[src/rtl/ex_stage_if.sv]
// ex_stage_if: ID/EX inputs and EX/MEM outputs of the execute stage.
interface ex_stage_if #(parameter int DATA_W = 8, parameter int REG_IDX_W = 2);
   logic                 flush, wr_en, reg_write, mem_read, mem_write, flag_en, wb_reg_write;
   logic [REG_IDX_W-1:0] dst_reg, ra_idx, rb_idx, wb_dst;
   logic [3:0]           alu_sel;
   logic [1:0]           op2_sel, wb_sel;
   logic [DATA_W-1:0]    ra_val, rb_val, imm, pc, wb_data;
   logic [3:0]           ccr_out;
   logic                 ex_reg_write, ex_mem_read, ex_mem_write;
   logic [REG_IDX_W-1:0] ex_dst_reg;
   logic [1:0]           ex_wb_sel;
   logic [DATA_W-1:0]    ex_alu_result, ex_store_data, ex_pc;
   modport master (
      output flush, wr_en, reg_write, dst_reg, alu_sel, op2_sel, wb_sel, mem_read, mem_write,
             flag_en, ra_idx, rb_idx, ra_val, rb_val, imm, pc, wb_reg_write, wb_dst, wb_data,
      input  ccr_out, ex_reg_write, ex_dst_reg, ex_wb_sel, ex_mem_read, ex_mem_write,
             ex_alu_result, ex_store_data, ex_pc
   );
   modport slave (
      input  flush, wr_en, reg_write, dst_reg, alu_sel, op2_sel, wb_sel, mem_read, mem_write,
             flag_en, ra_idx, rb_idx, ra_val, rb_val, imm, pc, wb_reg_write, wb_dst, wb_data,
      output ccr_out, ex_reg_write, ex_dst_reg, ex_wb_sel, ex_mem_read, ex_mem_write,
             ex_alu_result, ex_store_data, ex_pc
   );
endinterface

[src/rtl/ex_stage.sv]
// ex_stage: forwarding, op2 select, ALU, CCR and EX/MEM register.
// Define EX_FWD_EN to enable EX/MEM and WB operand forwarding.
module ex_stage #(
   parameter int DATA_W    = 8,
   parameter int REG_IDX_W = 2
) (
   input logic       clk,
   input logic       rst,
   ex_stage_if.slave ex
);
   logic [DATA_W-1:0]    w_a, w_fb, w_b, w_opd, w_res;
   logic [DATA_W:0]      w_sum, w_dif;
   logic                 w_c, w_v, w_zn;
   logic [3:0]           w_ccr_nxt;
   logic [3:0]           r_ccr;
   logic                 r_reg_write, r_mem_read, r_mem_write;
   logic [REG_IDX_W-1:0] r_dst;
   logic [1:0]           r_wb_sel;
   logic [DATA_W-1:0]    r_res, r_sd, r_pc;
`ifdef EX_FWD_EN
   // Loads in EX/MEM are excluded: their data does not exist yet.
   assign w_a  = (r_reg_write && r_wb_sel == 2'd0 && r_dst == ex.ra_idx) ? r_res :
                 (ex.wb_reg_write && ex.wb_dst == ex.ra_idx) ? ex.wb_data : ex.ra_val;
   assign w_fb = (r_reg_write && r_wb_sel == 2'd0 && r_dst == ex.rb_idx) ? r_res :
                 (ex.wb_reg_write && ex.wb_dst == ex.rb_idx) ? ex.wb_data : ex.rb_val;
`else
   assign w_a  = ex.ra_val;
   assign w_fb = ex.rb_val;
`endif
   assign w_b   = ex.op2_sel == 2'd0 ? w_fb : ex.op2_sel == 2'd1 ? ex.imm :
                  ex.op2_sel == 2'd2 ? ex.pc : '0;
   assign w_opd = (ex.alu_sel == 4'd7 || ex.alu_sel == 4'd8) ? DATA_W'(1) : w_b;
   assign w_sum = {1'b0, w_a} + {1'b0, w_opd};
   assign w_dif = {1'b0, w_a} - {1'b0, w_opd};
   always_comb begin
      w_res = w_a;
      w_c   = r_ccr[2];
      w_v   = r_ccr[3];
      w_zn  = 1'b1;
      case (ex.alu_sel)
         4'd1, 4'd7: begin
            w_res = w_sum[DATA_W-1:0];
            w_c   = w_sum[DATA_W];
            w_v   = (w_a[DATA_W-1] == w_opd[DATA_W-1]) && (w_sum[DATA_W-1] != w_a[DATA_W-1]);
         end
         4'd2, 4'd8: begin
            w_res = w_dif[DATA_W-1:0];
            w_c   = w_dif[DATA_W];
            w_v   = (w_a[DATA_W-1] != w_opd[DATA_W-1]) && (w_dif[DATA_W-1] != w_a[DATA_W-1]);
         end
         4'd3:  w_res = w_a & w_b;
         4'd4:  w_res = w_a | w_b;
         4'd5:  w_res = w_a ^ w_b;
         4'd6:  w_res = ~w_a;
         4'd9:  begin w_res = {w_a[DATA_W-2:0], 1'b0};     w_c = w_a[DATA_W-1]; end
         4'd10: begin w_res = {1'b0, w_a[DATA_W-1:1]};     w_c = w_a[0];        end
         4'd11: begin w_res = {w_a[DATA_W-2:0], r_ccr[2]}; w_c = w_a[DATA_W-1]; end
         4'd12: begin w_res = {r_ccr[2], w_a[DATA_W-1:1]}; w_c = w_a[0];        end
         4'd13: w_res = w_b;
         4'd14: begin w_c = 1'b1; w_zn = 1'b0; end
         4'd15: begin w_c = 1'b0; w_zn = 1'b0; end
         default: w_res = w_a;
      endcase
   end
   assign w_ccr_nxt = {w_v, w_c, w_zn ? w_res[DATA_W-1] : r_ccr[1], w_zn ? (w_res == '0) : r_ccr[0]};
   always_ff @(posedge clk) begin
      if (rst) begin
         r_ccr       <= '0;
         r_reg_write <= 1'b0;
         r_dst       <= '0;
         r_wb_sel    <= '0;
         r_mem_read  <= 1'b0;
         r_mem_write <= 1'b0;
         r_res       <= '0;
         r_sd        <= '0;
         r_pc        <= '0;
      end else if (ex.flush) begin
         r_reg_write <= 1'b0;
         r_dst       <= '0;
         r_wb_sel    <= '0;
         r_mem_read  <= 1'b0;
         r_mem_write <= 1'b0;
         r_res       <= '0;
         r_sd        <= '0;
         r_pc        <= '0;
      end else if (ex.wr_en) begin
         r_reg_write <= ex.reg_write;
         r_dst       <= ex.dst_reg;
         r_wb_sel    <= ex.wb_sel;
         r_mem_read  <= ex.mem_read;
         r_mem_write <= ex.mem_write;
         r_res       <= w_res;
         r_sd        <= w_fb;
         r_pc        <= ex.pc;
         if (ex.flag_en) r_ccr <= w_ccr_nxt;
      end
   end
   assign ex.ccr_out       = r_ccr;
   assign ex.ex_reg_write  = r_reg_write;
   assign ex.ex_dst_reg    = r_dst;
   assign ex.ex_wb_sel     = r_wb_sel;
   assign ex.ex_mem_read   = r_mem_read;
   assign ex.ex_mem_write  = r_mem_write;
   assign ex.ex_alu_result = r_res;
   assign ex.ex_store_data = r_sd;
   assign ex.ex_pc         = r_pc;
endmodule

[src/flat_wrapper.sv]
// flat-port wrapper written by rule: the top's interface ports become plain ports
module ex_stage_flat 
#(
   parameter int DATA_W    = 8,
   parameter int REG_IDX_W = 2
)
  (clk, rst, ex_flush, ex_wr_en, ex_reg_write, ex_dst_reg, ex_alu_sel, ex_op2_sel, ex_wb_sel, ex_mem_read, ex_mem_write, ex_flag_en, ex_ra_idx, ex_rb_idx, ex_ra_val, ex_rb_val, ex_imm, ex_pc, ex_wb_reg_write, ex_wb_dst, ex_wb_data, ex_ccr_out, ex_ex_reg_write, ex_ex_dst_reg, ex_ex_wb_sel, ex_ex_mem_read, ex_ex_mem_write, ex_ex_alu_result, ex_ex_store_data, ex_ex_pc);
  ex_stage_if #(.DATA_W(DATA_W), .REG_IDX_W(REG_IDX_W)) ex_i ();
  input logic clk;
  input logic rst;
  input wire logic [$bits(ex_i.flush)-1:0] ex_flush;
  input wire logic [$bits(ex_i.wr_en)-1:0] ex_wr_en;
  input wire logic [$bits(ex_i.reg_write)-1:0] ex_reg_write;
  input wire logic [$bits(ex_i.dst_reg)-1:0] ex_dst_reg;
  input wire logic [$bits(ex_i.alu_sel)-1:0] ex_alu_sel;
  input wire logic [$bits(ex_i.op2_sel)-1:0] ex_op2_sel;
  input wire logic [$bits(ex_i.wb_sel)-1:0] ex_wb_sel;
  input wire logic [$bits(ex_i.mem_read)-1:0] ex_mem_read;
  input wire logic [$bits(ex_i.mem_write)-1:0] ex_mem_write;
  input wire logic [$bits(ex_i.flag_en)-1:0] ex_flag_en;
  input wire logic [$bits(ex_i.ra_idx)-1:0] ex_ra_idx;
  input wire logic [$bits(ex_i.rb_idx)-1:0] ex_rb_idx;
  input wire logic [$bits(ex_i.ra_val)-1:0] ex_ra_val;
  input wire logic [$bits(ex_i.rb_val)-1:0] ex_rb_val;
  input wire logic [$bits(ex_i.imm)-1:0] ex_imm;
  input wire logic [$bits(ex_i.pc)-1:0] ex_pc;
  input wire logic [$bits(ex_i.wb_reg_write)-1:0] ex_wb_reg_write;
  input wire logic [$bits(ex_i.wb_dst)-1:0] ex_wb_dst;
  input wire logic [$bits(ex_i.wb_data)-1:0] ex_wb_data;
  output wire logic [$bits(ex_i.ccr_out)-1:0] ex_ccr_out;
  output wire logic [$bits(ex_i.ex_reg_write)-1:0] ex_ex_reg_write;
  output wire logic [$bits(ex_i.ex_dst_reg)-1:0] ex_ex_dst_reg;
  output wire logic [$bits(ex_i.ex_wb_sel)-1:0] ex_ex_wb_sel;
  output wire logic [$bits(ex_i.ex_mem_read)-1:0] ex_ex_mem_read;
  output wire logic [$bits(ex_i.ex_mem_write)-1:0] ex_ex_mem_write;
  output wire logic [$bits(ex_i.ex_alu_result)-1:0] ex_ex_alu_result;
  output wire logic [$bits(ex_i.ex_store_data)-1:0] ex_ex_store_data;
  output wire logic [$bits(ex_i.ex_pc)-1:0] ex_ex_pc;
  assign ex_i.flush = ex_flush;
  assign ex_i.wr_en = ex_wr_en;
  assign ex_i.reg_write = ex_reg_write;
  assign ex_i.dst_reg = ex_dst_reg;
  assign ex_i.alu_sel = ex_alu_sel;
  assign ex_i.op2_sel = ex_op2_sel;
  assign ex_i.wb_sel = ex_wb_sel;
  assign ex_i.mem_read = ex_mem_read;
  assign ex_i.mem_write = ex_mem_write;
  assign ex_i.flag_en = ex_flag_en;
  assign ex_i.ra_idx = ex_ra_idx;
  assign ex_i.rb_idx = ex_rb_idx;
  assign ex_i.ra_val = ex_ra_val;
  assign ex_i.rb_val = ex_rb_val;
  assign ex_i.imm = ex_imm;
  assign ex_i.pc = ex_pc;
  assign ex_i.wb_reg_write = ex_wb_reg_write;
  assign ex_i.wb_dst = ex_wb_dst;
  assign ex_i.wb_data = ex_wb_data;
  assign ex_ccr_out = ex_i.ccr_out;
  assign ex_ex_reg_write = ex_i.ex_reg_write;
  assign ex_ex_dst_reg = ex_i.ex_dst_reg;
  assign ex_ex_wb_sel = ex_i.ex_wb_sel;
  assign ex_ex_mem_read = ex_i.ex_mem_read;
  assign ex_ex_mem_write = ex_i.ex_mem_write;
  assign ex_ex_alu_result = ex_i.ex_alu_result;
  assign ex_ex_store_data = ex_i.ex_store_data;
  assign ex_ex_pc = ex_i.ex_pc;
  ex_stage #(.DATA_W(DATA_W), .REG_IDX_W(REG_IDX_W)) u_core (.clk(clk), .rst(rst), .ex(ex_i));
endmodule
[config.mk]
export PLATFORM = sky130hd
export DESIGN_NAME = ex_stage_flat
export DESIGN_NICKNAME = d
export VERILOG_FILES = /design/src/rtl/ex_stage_if.sv /design/src/rtl/ex_stage.sv /design/src/flat_wrapper.sv
export SDC_FILE = /design/constraint.sdc
export NUM_CORES = 1
export LEC_CHECK = 0
export ABC_AREA = 1
export ABC_CLOCK_PERIOD_IN_PS = 5700
export CORE_MARGIN = 5
export CORE_UTILIZATION = 50
export CTS_CLUSTER_SIZE = 40
export DETAILED_ROUTE_END_ITERATION = 10
export PLACE_DENSITY = 0.93
export SLEW_MARGIN = 20
export SYNTH_ARGS = -nofsm -noshare
export SYNTH_HDL_FRONTEND = slang
export SYNTH_SLANG_ARGS = --single-unit
[constraint.sdc]
create_clock -name clk -period 5.7 [get_ports clk]
set_input_delay 1.14 -clock clk [delete_from_list [all_inputs] [get_ports clk]]
set_output_delay 1.14 -clock clk [all_outputs]
set_load 0.005 [all_outputs]
==> metrics.csv, run 1 <==
stage;metric;value;unit
synthesis;synth.cell_area;3262;um^2
critical_path;startpoint;ex_op2_sel[0];
clock_network;cts_hold_buf;0;
synthesis;yosys.area.top_type;nand2_1;
timing;fmaxAchievable;240.9;MHz
floorplanning;die_w;90.77;um
floorplanning;ios;100;
pwr;p_comb_frac;0.371;
placed_design;dpl-instance-area;4172;um^2
synthesis;yosysSeqAreaShare;0.2148;
critical_path;cp_max_fo;6;
finish;diodes;0;
timing;setup_tns;0;ps
synthesis;avgSynthCellArea;5.713;um^2
status;run_status;finished clean;
synthesis;synthTopCellsByArea;nand2_1, dfxtp_1, ha_1;
timing;finalWorstSetupSlack;1548;ps
synthesis;syn-num-nets;671;
critical_path;cp_cell_sequence;clkdlybuf4s50_1 > inv_1 > nor2_1 > nand2_1 > nand3_1 > inv_1 > nor2_1 > inv_1 > ha_1 > inv_1 > nand2_1 > nand4_1 > nand2_1 > a21oi_1 > o21ai_0 > o211ai_1 > inv_1 > nand3_1 > nor2b_1;
floorplanning;fp.coreArea;6350;um^2
critical_path;regToRegStartpoint;u_core.ex.ccr_out[2];
pwr;swShare;0.3604;
clock_network;clk_latency;300;ps
hold_path;hp-class;flop to flop;
timing;rsz0062_at_grt;no;
timing;slew_headroom;0.4453;
timing;timing.hold.ws;468.0;ps
global_routing;grt-ovfl-total;0;
critical_path;r2r_cells;9;
drt;final_antenna_net_count;0;
synthesis;yosysWarnings;0;
finish;drive_gt1_frac;0.02901;
synthesis;synth_edf_count;0;
clock_network;cts_buffers;5;
clock_network;cts.sink_count;35;
finish;mostFrequentLayoutCells;nand2_1, clkdlybuf4s50_1, inv_1;
timing;fin_crit;4152;ps
flow_run;maxCapViolCount;0;
critical_path;crit_cells;19;
critical_path;cp-start-kind;primary input;
drt;drt-initial-drc-count;259;
synthesis;syn_inst;571;
global_routing;grt_max_degree;42;
synthesis;yosysTopAreaCellShare;0.2348;
pwr;vdd_drop_max;171.7;uV
timing;fin_crit_sh;0.7284;
global_routing;grt_pass1_vias;3788;
critical_path;cp_common_cell;inv_1;
placed_design;dp_hpwl;9287;um
placed_design;globalplace.congestion;1.019;
synthesis;ys_ff_latch;35;
drt;vias_per_cell;5.407;
clock_network;clkTransAtPathRegs;80;ps
drt;vias;3958;
clock_network;ctsRootBufferMaster;clkbuf_8;
timing;tightest_slew;828.9;ps
pwr;p_clk_frac;0.297;
pwr;seq_power_share;0.332;
pwr;p_leak;2.115;nW
clock_network;clock_path_buffers;2;
global_routing;grt_pass1_wl;18370;um
drt;finalWirelength;11470;um
finish;postLayoutCellArea;4284;um^2
pwr;power.switching;0.0002808;W
timing;maxSlewViolCount;0;
clock_network;post_cts_buffers;0;
synthesis;synth_cell_type_count;28;
hold_path;hold_start;u_core.ex.ex_reg_write;
finish;syn2layout_area_growth;31.34;%
timing;setup_violations;0;
pwr;p_per_area;181.9;nW/um^2
clock_network;cts_resized;0;
critical_path;criticalPathCategory;primary input to flop;
hold_path;hold_path_depth;2;
critical_path;cp-end-kind;flop;
global_routing;gr-usage-all-layers;0.2727;
placed_design;portBuffers;84;
finish;nNetsFinal;754;
drt;detail_route.wl_per_cell;15.66;um
synthesis;synth-main-ff-cell;dfxtp_1;
clock_network;cts_tree;done;
finish;nFillCells;552;
floorplanning;floorplan.initialDensity;0.5137;
floorplanning;dieArea;8239;um^2
critical_path;cpPeakStageDelay;520;ps
global_routing;antenna_found_initial;0;
floorplanning;rows;29;
drt;drc_errors;0;
drt;firstDrtPassIters;5;
clock_network;htreeDepth;2;
critical_path;crit_required;5890;ps
critical_path;worst-path-buf-inv;6;
pwr;p_int;0.0004985;W
synthesis;async_flop_share;0;
timing;hold_viol_final;0;
timing;skew;7.194;ps
critical_path;crit_family;simple AND/OR/NAND/NOR gates;
critical_path;slowest_stage;clkdlybuf4s50_1;
finish;final_common_cell;nand2_1;
floorplanning;die_h;90.77;um
critical_path;cp.arrival;4340;ps
placed_design;place_ws;1304;ps
final timing paths:
kind / slack (ps) / end
worst min-delay path: 470 / u_core.ex.ex_reg_write
worst max-delay path: 1550 / u_core.ex.ccr_out[2]
worst min register to register: 470 / u_core.ex.ex_reg_write
worst max register to register: 4310 / u_core.ex.ccr_out[0]
synthesized netlist by cell type (all sizes together) (2+ instances only):
library cell	instances
a21oi	38
clkinv	2
inv	80
o211ai	3
nand3	44
nor3	2
clkbuf	8
dfxtp	35
nor2	73
nand4	11
xor2	3
nand2	206
ha	33
o21ai	23
fa	2
per-layer routing:
metal | share of wire | track usage
met5 | 0 | 0
met4 | 0.038 | 0.1137
met3 | 0.061 | 0.04917
met2 | 0.48 | 0.4600
met1 | 0.42 | 0.3392
power groups by stage:
| stage | clock network [W] | logic (W) | registers (W) |
|---|---|---|---|
| 3_5_place_dp | 0 | 0.000284 | 0.000264 |
| 6_report | 0.000231 | 0.000289 | 0.000259 |
| 2_1_floorplan | 0 | 0.000168 | 0.000264 |
| 3_3_place_gp | 0 | 0.000278 | 0.000264 |
| 5_1_grt | 0.000243 | 0.000322 | 0.000260 |
| 4_1_cts | 0.000232 | 0.000286 | 0.000259 |
per-stage QoR:
step | power [W] | util | cells
after floorplan | 0.0004322 | - | 571
after global placement | 0.0005413 | 0.6569 | 724
final | 0.0007793 | 0.6747 | 732
after detailed placement | 0.0005484 | 0.6569 | 724
after global routing | 0.0008247 | 0.6747 | 732
after CTS | 0.0007763 | 0.6747 | 732
worst register-to-register path: cells and delay by family (launching register included):
kind,cells,cell delay (ps)
and+or+nand+nor,8,810
AOI/OAI and AO/OA,1,140
DFF,1,390
logic make-up (layout without fill, tap and decap cells):
group	count (synthesis)	in the layout	share of synthesized area
compound gates	66	66	0.1059
fa+ha+maj	35	35	0.1389
buf+inv	91	175	0.1051
flops	35	35	0.2148
simple gates	340	340	0.4246
xor+xnor	4	4	0.01074
layout make-up:
type,instances,area (um^2),area share
Multi-Input combinational cell,445,2218,0.5178
Timing Repair Buffer,85,848.3,0.1980
Sequential cell,35,700.7,0.1636
Inverter,82,307.8,0.07185
Tap cell,77,96.34,0.02249
Clock buffer,5,68.82,0.01606
Clock inverter,3,43.79,0.01022
Power figures use the tool's default switching activity.
==> inputs of run 2 (changes only) <==
--- a/config.mk
+++ b/config.mk
@@ -6,12 +6,12 @@
 export NUM_CORES = 1
 export LEC_CHECK = 0
 export ABC_AREA = 1
-export ABC_CLOCK_PERIOD_IN_PS = 5700
+export ABC_CLOCK_PERIOD_IN_PS = 3900
 export CORE_MARGIN = 5
-export CORE_UTILIZATION = 50
+export CORE_UTILIZATION = 48
 export CTS_CLUSTER_SIZE = 40
 export DETAILED_ROUTE_END_ITERATION = 10
-export PLACE_DENSITY = 0.93
+export PLACE_DENSITY = 0.9
 export SLEW_MARGIN = 20
 export SYNTH_ARGS = -nofsm -noshare
 export SYNTH_HDL_FRONTEND = slang
==> constraint.sdc (replaced) <==
create_clock -name clk -period 3.9 [get_ports clk]
set_input_delay 0.78 -clock clk [delete_from_list [all_inputs] [get_ports clk]]
set_output_delay 0.78 -clock clk [all_outputs]
set_load 0.005 [all_outputs]
==> metrics.csv, run 2 (same netlist as run 1, synthesis figures left out) <==
stage;metric;value;unit
status;run_status;finished clean;
timing;maxSlewViolCount;0;
critical_path;crit_required;4120;ps
finish;final_common_cell;nand2_1;
critical_path;cp-start-kind;primary input;
timing;fin_crit_sh;0.9183;
clock_network;cts_buffers;5;
timing;rsz0062_at_grt;no;
hold_path;min_to;u_core.ex.ex_store_data[3];
placed_design;portBuffers;84;
global_routing;gr-usage-all-layers;0.2694;
floorplanning;ios;100;
clock_network;htreeDepth;2;
finish;mostFrequentLayoutCells;nand2_1, clkdlybuf4s50_1, inv_1;
clock_network;ctsRootBufferMaster;clkbuf_8;
critical_path;r2r_cells;7;
clock_network;clock_path_buffers;2;
pwr;vdd_drop_max;210.4;uV
finish;drive_gt1_frac;0.05082;
hold_path;hold_start;u_core.ex.ex_store_data[3];
clock_network;cts.sink_count;35;
pwr;p_leak;2.183;nW
drt;drc_errors;0;
timing;finalWorstSetupSlack;318.6;ps
critical_path;reg2reg_slack;2670;ps
timing;slew_headroom;0.5545;
global_routing;grt_max_degree;41;
floorplanning;rows;30;
drt;vias_per_cell;5.347;
drt;final_antenna_net_count;0;
pwr;swShare;0.3510;
pwr;p_int;0.0007429;W
critical_path;cp.arrival;3810;ps
floorplanning;die_h;92.44;um
timing;hold_viol_final;0;
floorplanning;dieArea;8544;um^2
timing;fin_crit;3581;ps
critical_path;criticalPathCategory;primary input to flop;
timing;skew;0.4184;ps
floorplanning;fp.coreArea;6719;um^2
pwr;p_per_area;260.4;nW/um^2
timing;timing.hold.ws;466.7;ps
finish;diodes;0;
timing;setup_tns;0;ps
drt;firstDrtPassIters;5;
finish;syn2layout_area_growth;34.75;%
clock_network;cts_tree;done;
pwr;power;0.001145;W
pwr;p_clk_frac;0.287;
pwr;seq_power_share;0.331;
hold_path;hold_path_depth;2;
drt;finalWirelength;11160;um
pwr;power.switching;0.0004017;W
finish;utilization;0.6542;
global_routing;grt_pass1_wl;18730;um
timing;fmaxAchievable;279.2;MHz
floorplanning;floorplan.initialDensity;0.4855;
global_routing;antenna_found_initial;0;
drt;drt-initial-drc-count;275;
clock_network;clk_latency;280;ps
critical_path;cp-end-kind;flop;
placed_design;globalplace.congestion;0.9879;
critical_path;r2r-end;u_core.ex.ccr_out[0];
placed_design;place_ws;56.90;ps
critical_path;cp_max_fo;7;
clock_network;clkTransAtPathRegs;80;ps
critical_path;regToRegStartpoint;u_core.ex.ccr_out[2];
floorplanning;die_w;92.44;um
drt;vias;4005;
timing;tightest_slew;665.7;ps
drt;detail_route.wl_per_cell;14.90;um
global_routing;grt-ovfl-total;0;
finish;nNetsFinal;768;
global_routing;grt_pass1_vias;4046;
placed_design;dp_hpwl;9120;um
timing;setup_violations;0;
hold_path;hp-class;flop to flop;
flow_run;maxCapViolCount;0;
pwr;p_comb_frac;0.383;
-- run 2: per-layer routing --
layer  part of all wire  global-route usage  wire length [um]
met2               0.49              0.4997              5431
met4              0.032             0.09653               354
met3               0.10             0.07230              1111
met1               0.38              0.2909              4262
met5                  0                   0                 0
-- run 2: power by group through the flow --
stage,Combinational (W),Sequential (W),Clock (W)
after global routing,0.000490,0.000380,0.000353
after floorplan,0.000245,0.000387,0
final,0.000438,0.000378,0.000328
after CTS,0.000433,0.000378,0.000332
after global placement,0.000417,0.000386,0
after detailed placement,0.000430,0.000386,0
-- run 2: critical path, cell delays in order --
cell and delay [ps]:
clkdlybuf4s50_1 600, inv_1 110, nand2_1 90, nor2_1 40, nor2_1 150, inv_1 130, nor2_1 180, inv_1 60
ha_1 430, buf_4 160, nand3_1 80, nand2_1 120, nand2_1 80, nand2_1 100, nand2_1 60, nand3_1 90
nand4_1 180, nor2_1 130, nand4_1 90, a21oi_1 120
-- run 2: cell type report --
type / instances / area, um^2
Sequential cell: 35 / 700.7
Timing Repair Buffer: 99 / 953.4
Multi-Input combinational cell: 445 / 2221
Inverter: 82 / 307.8
Clock inverter: 3 / 43.79
Tap cell: 80 / 100.1
Fill cell: 608 / 2323
Clock buffer: 5 / 68.82
-- run 2: worst max path at each step --
stage	depth (start not counted)	slack, ps	end	startpoint
finish	20	320	u_core.ex.ccr_out[0]	ex_alu_sel[0]
global route	21	70	u_core.ex.ccr_out[0]	ex_alu_sel[0]
CTS	20	350	u_core.ex.ccr_out[0]	ex_op2_sel[0]
detailed placement	20	60	u_core.ex.ccr_out[0]	ex_op2_sel[0]
global placement	20	170	u_core.ex.ccr_out[0]	ex_op2_sel[1]
floorplan	20	1080	u_core.ex.ccr_out[0]	ex_op2_sel[0]
-- run 2: repair_timing --
item	in CTS	in global routing
endpoints found under the setup margin	0	1
setup buffers	0	0
gates resized for setup	0	1
hold buffers	0	0
-- run 2: through the flow --
stage | std cells | instance area (um^2)
6_report | 749 | 4395
5_1_grt | 749 | 4395
4_1_cts | 749 | 4393
3_5_place_dp | 741 | 4280
3_3_place_gp | 741 | 4280
2_1_floorplan | 571 | 3262
==> inputs of run 3 (changes only) <==
--- a/config.mk
+++ b/config.mk
@@ -7,6 +7,7 @@
 export LEC_CHECK = 0
 export ABC_AREA = 1
 export ABC_CLOCK_PERIOD_IN_PS = 3900
+export CORE_ASPECT_RATIO = 0.7
 export CORE_MARGIN = 5
 export CORE_UTILIZATION = 48
 export CTS_CLUSTER_SIZE = 40
==> metrics.csv, run 3 (same netlist as run 1, synthesis figures left out) <==
stage;metric;value;unit
timing;fin_crit;3625;ps
timing;hold_viol_final;0;
timing;setup_tns;0;ps
critical_path;cp.arrival;3860;ps
finish;syn2layout_area_growth;40.43;%
timing;fmaxAchievable;275.8;MHz
clock_network;cts_hold_buf;0;
clock_network;htreeDepth;2;
timing;rsz0062_at_grt;no;
drt;firstDrtPassIters;5;
finish;diodes;0;
finish;final_common_cell;nand2_1;
global_routing;grt_max_degree;42;
drt;vias;4148;
critical_path;regToRegStartpoint;u_core.ex.ccr_out[2];
finish;nNetsFinal;790;
clock_network;ctsRootBufferMaster;clkbuf_8;
hold_path;hold_start;u_core.ex.ex_mem_read;
timing;maxSlewViolCount;0;
timing;tightest_slew;712.0;ps
timing;setup_violations;0;
timing;skew;6.924;ps
floorplanning;fp.coreArea;6694;um^2
flow_run;maxCapViolCount;0;
clock_network;clock_path_buffers;2;
clock_network;cts_tree;done;
status;run_status;finished clean;
pwr;p_leak;2.298;nW
clock_network;clkTransAtPathRegs;80;ps
hold_path;min_to;u_core.ex.ex_mem_read;
floorplanning;floorplan.initialDensity;0.4873;
timing;slew_headroom;0.5236;
global_routing;antenna_found_initial;0;
pwr;p_per_area;262.1;nW/um^2
floorplanning;ios;100;
placed_design;place_ws;31.18;ps
clock_network;cts_buffers;5;
critical_path;r2r_cells;9;
hold_path;hp-class;flop to flop;
timing;fin_crit_sh;0.9296;
drt;drc_errors;0;
clock_network;post_cts_buffers;0;
drt;detail_route.wl_per_cell;14.75;um
critical_path;r2r-end;u_core.ex.ccr_out[0];
critical_path;cp_max_fo;5;
timing;finalWorstSetupSlack;274.6;ps
drt;final_antenna_net_count;0;
placed_design;dp_hpwl;9386;um
global_routing;grt_pass1_wl;18690;um
drt;drt-initial-drc-count;401;
critical_path;criticalPathCategory;primary input to flop;
placed_design;globalplace.congestion;1.008;
critical_path;crit_required;4140;ps
timing;timing.hold.ws;465.8;ps
floorplanning;die_w;108.5;um
critical_path;cp-start-kind;primary input;
drt;finalWirelength;11580;um
floorplanning;rows;25;
finish;nFillCells;596;
floorplanning;die_h;78.97;um
finish;drive_gt1_frac;0.08104;
clock_network;clk_latency;300;ps
critical_path;reg2reg_slack;2600;ps
hold_path;hold_path_depth;2;
critical_path;cp-end-kind;flop;
drt;vias_per_cell;5.284;
finish;mostFrequentLayoutCells;nand2_1, clkdlybuf4s50_1, inv_1;
floorplanning;dieArea;8571;um^2
placed_design;portBuffers;84;
pwr;vdd_drop_max;183.7;uV
global_routing;grt_pass1_vias;3982;
clock_network;cts.sink_count;35;
global_routing;grt-ovfl-total;0;
clock_network;cts_resized;0;
global_routing;gr-usage-all-layers;0.2712;
run 3: through the flow:
| step | instances | util | power, W | cell area, um^2 |
|---|---|---|---|---|
| 2_1_floorplan | 571 | - | 0.0006316 | 3262 |
| 3_3_place_gp | 777 | 0.6667 | 0.0008341 | 4463 |
| 3_5_place_dp | 777 | 0.6667 | 0.0008489 | 4463 |
| 4_1_cts | 785 | 0.6836 | 0.001190 | 4576 |
| 5_1_grt | 785 | 0.6843 | 0.001266 | 4581 |
| 6_report | 785 | 0.6843 | 0.001201 | 4581 |
run 3: worst max-delay path: stages:
cell	delay [ps]
clkdlybuf4s50_1	550
inv_1	90
nor2_1	130
nand2_1	80
nand3_1	180
inv_1	90
nand2_1	110
ha_1	160
inv_1	50
fa_1	390
nand2_1	90
nand3_1	140
nand2_1	90
nand2_1	50
nand3_1	60
nand2_1	50
nor2_1	130
nand3_1	180
nor2_1	170
nand4_1	150
a21oi_1	140
run 3: worst max-delay path by stage:
stage / end / slack, ps / from / cells after the start
after floorplan: u_core.ex.ccr_out[0] / 1080 / ex_op2_sel[0] / 20
after global placement: u_core.ex.ccr_out[0] / 120 / ex_alu_sel[1] / 22
after detailed placement: u_core.ex.ccr_out[3] / 30 / ex_alu_sel[1] / 22
after CTS: u_core.ex.ccr_out[0] / 290 / ex_alu_sel[1] / 21
after global routing: u_core.ex.ccr_out[0] / 30 / ex_alu_sel[3] / 21
final: u_core.ex.ccr_out[0] / 270 / ex_op2_sel[1] / 21
run 3: cell type report:
cell class / count / area, um^2 / area share
clock buffers: 5 / 68.82 / 0.01502
clock inverters: 3 / 43.79 / 0.009560
inverters: 82 / 307.8 / 0.06719
multi-input cells: 445 / 2221 / 0.4848
flip-flops and latches: 35 / 700.7 / 0.1530
well taps: 94 / 117.6 / 0.02568
repair buffers: 121 / 1121 / 0.2447
run 3: where the power goes:
part | internal, W | total (W) | leakage, nW | switching (W)
Combinational | 0.000208 | 0.000476 | 1.95 | 0.000268
Sequential | 0.000371 | 0.000378 | 0.285 | 0.00000752
Clock | 0.000191 | 0.000347 | 0.0581 | 0.000156
run 3: layer usage:
metal  part of all wire  global-route usage
met4              0.013             0.05296
met5                  0                   0
met2               0.44              0.4359
met3              0.096             0.05199
met1               0.45              0.3792
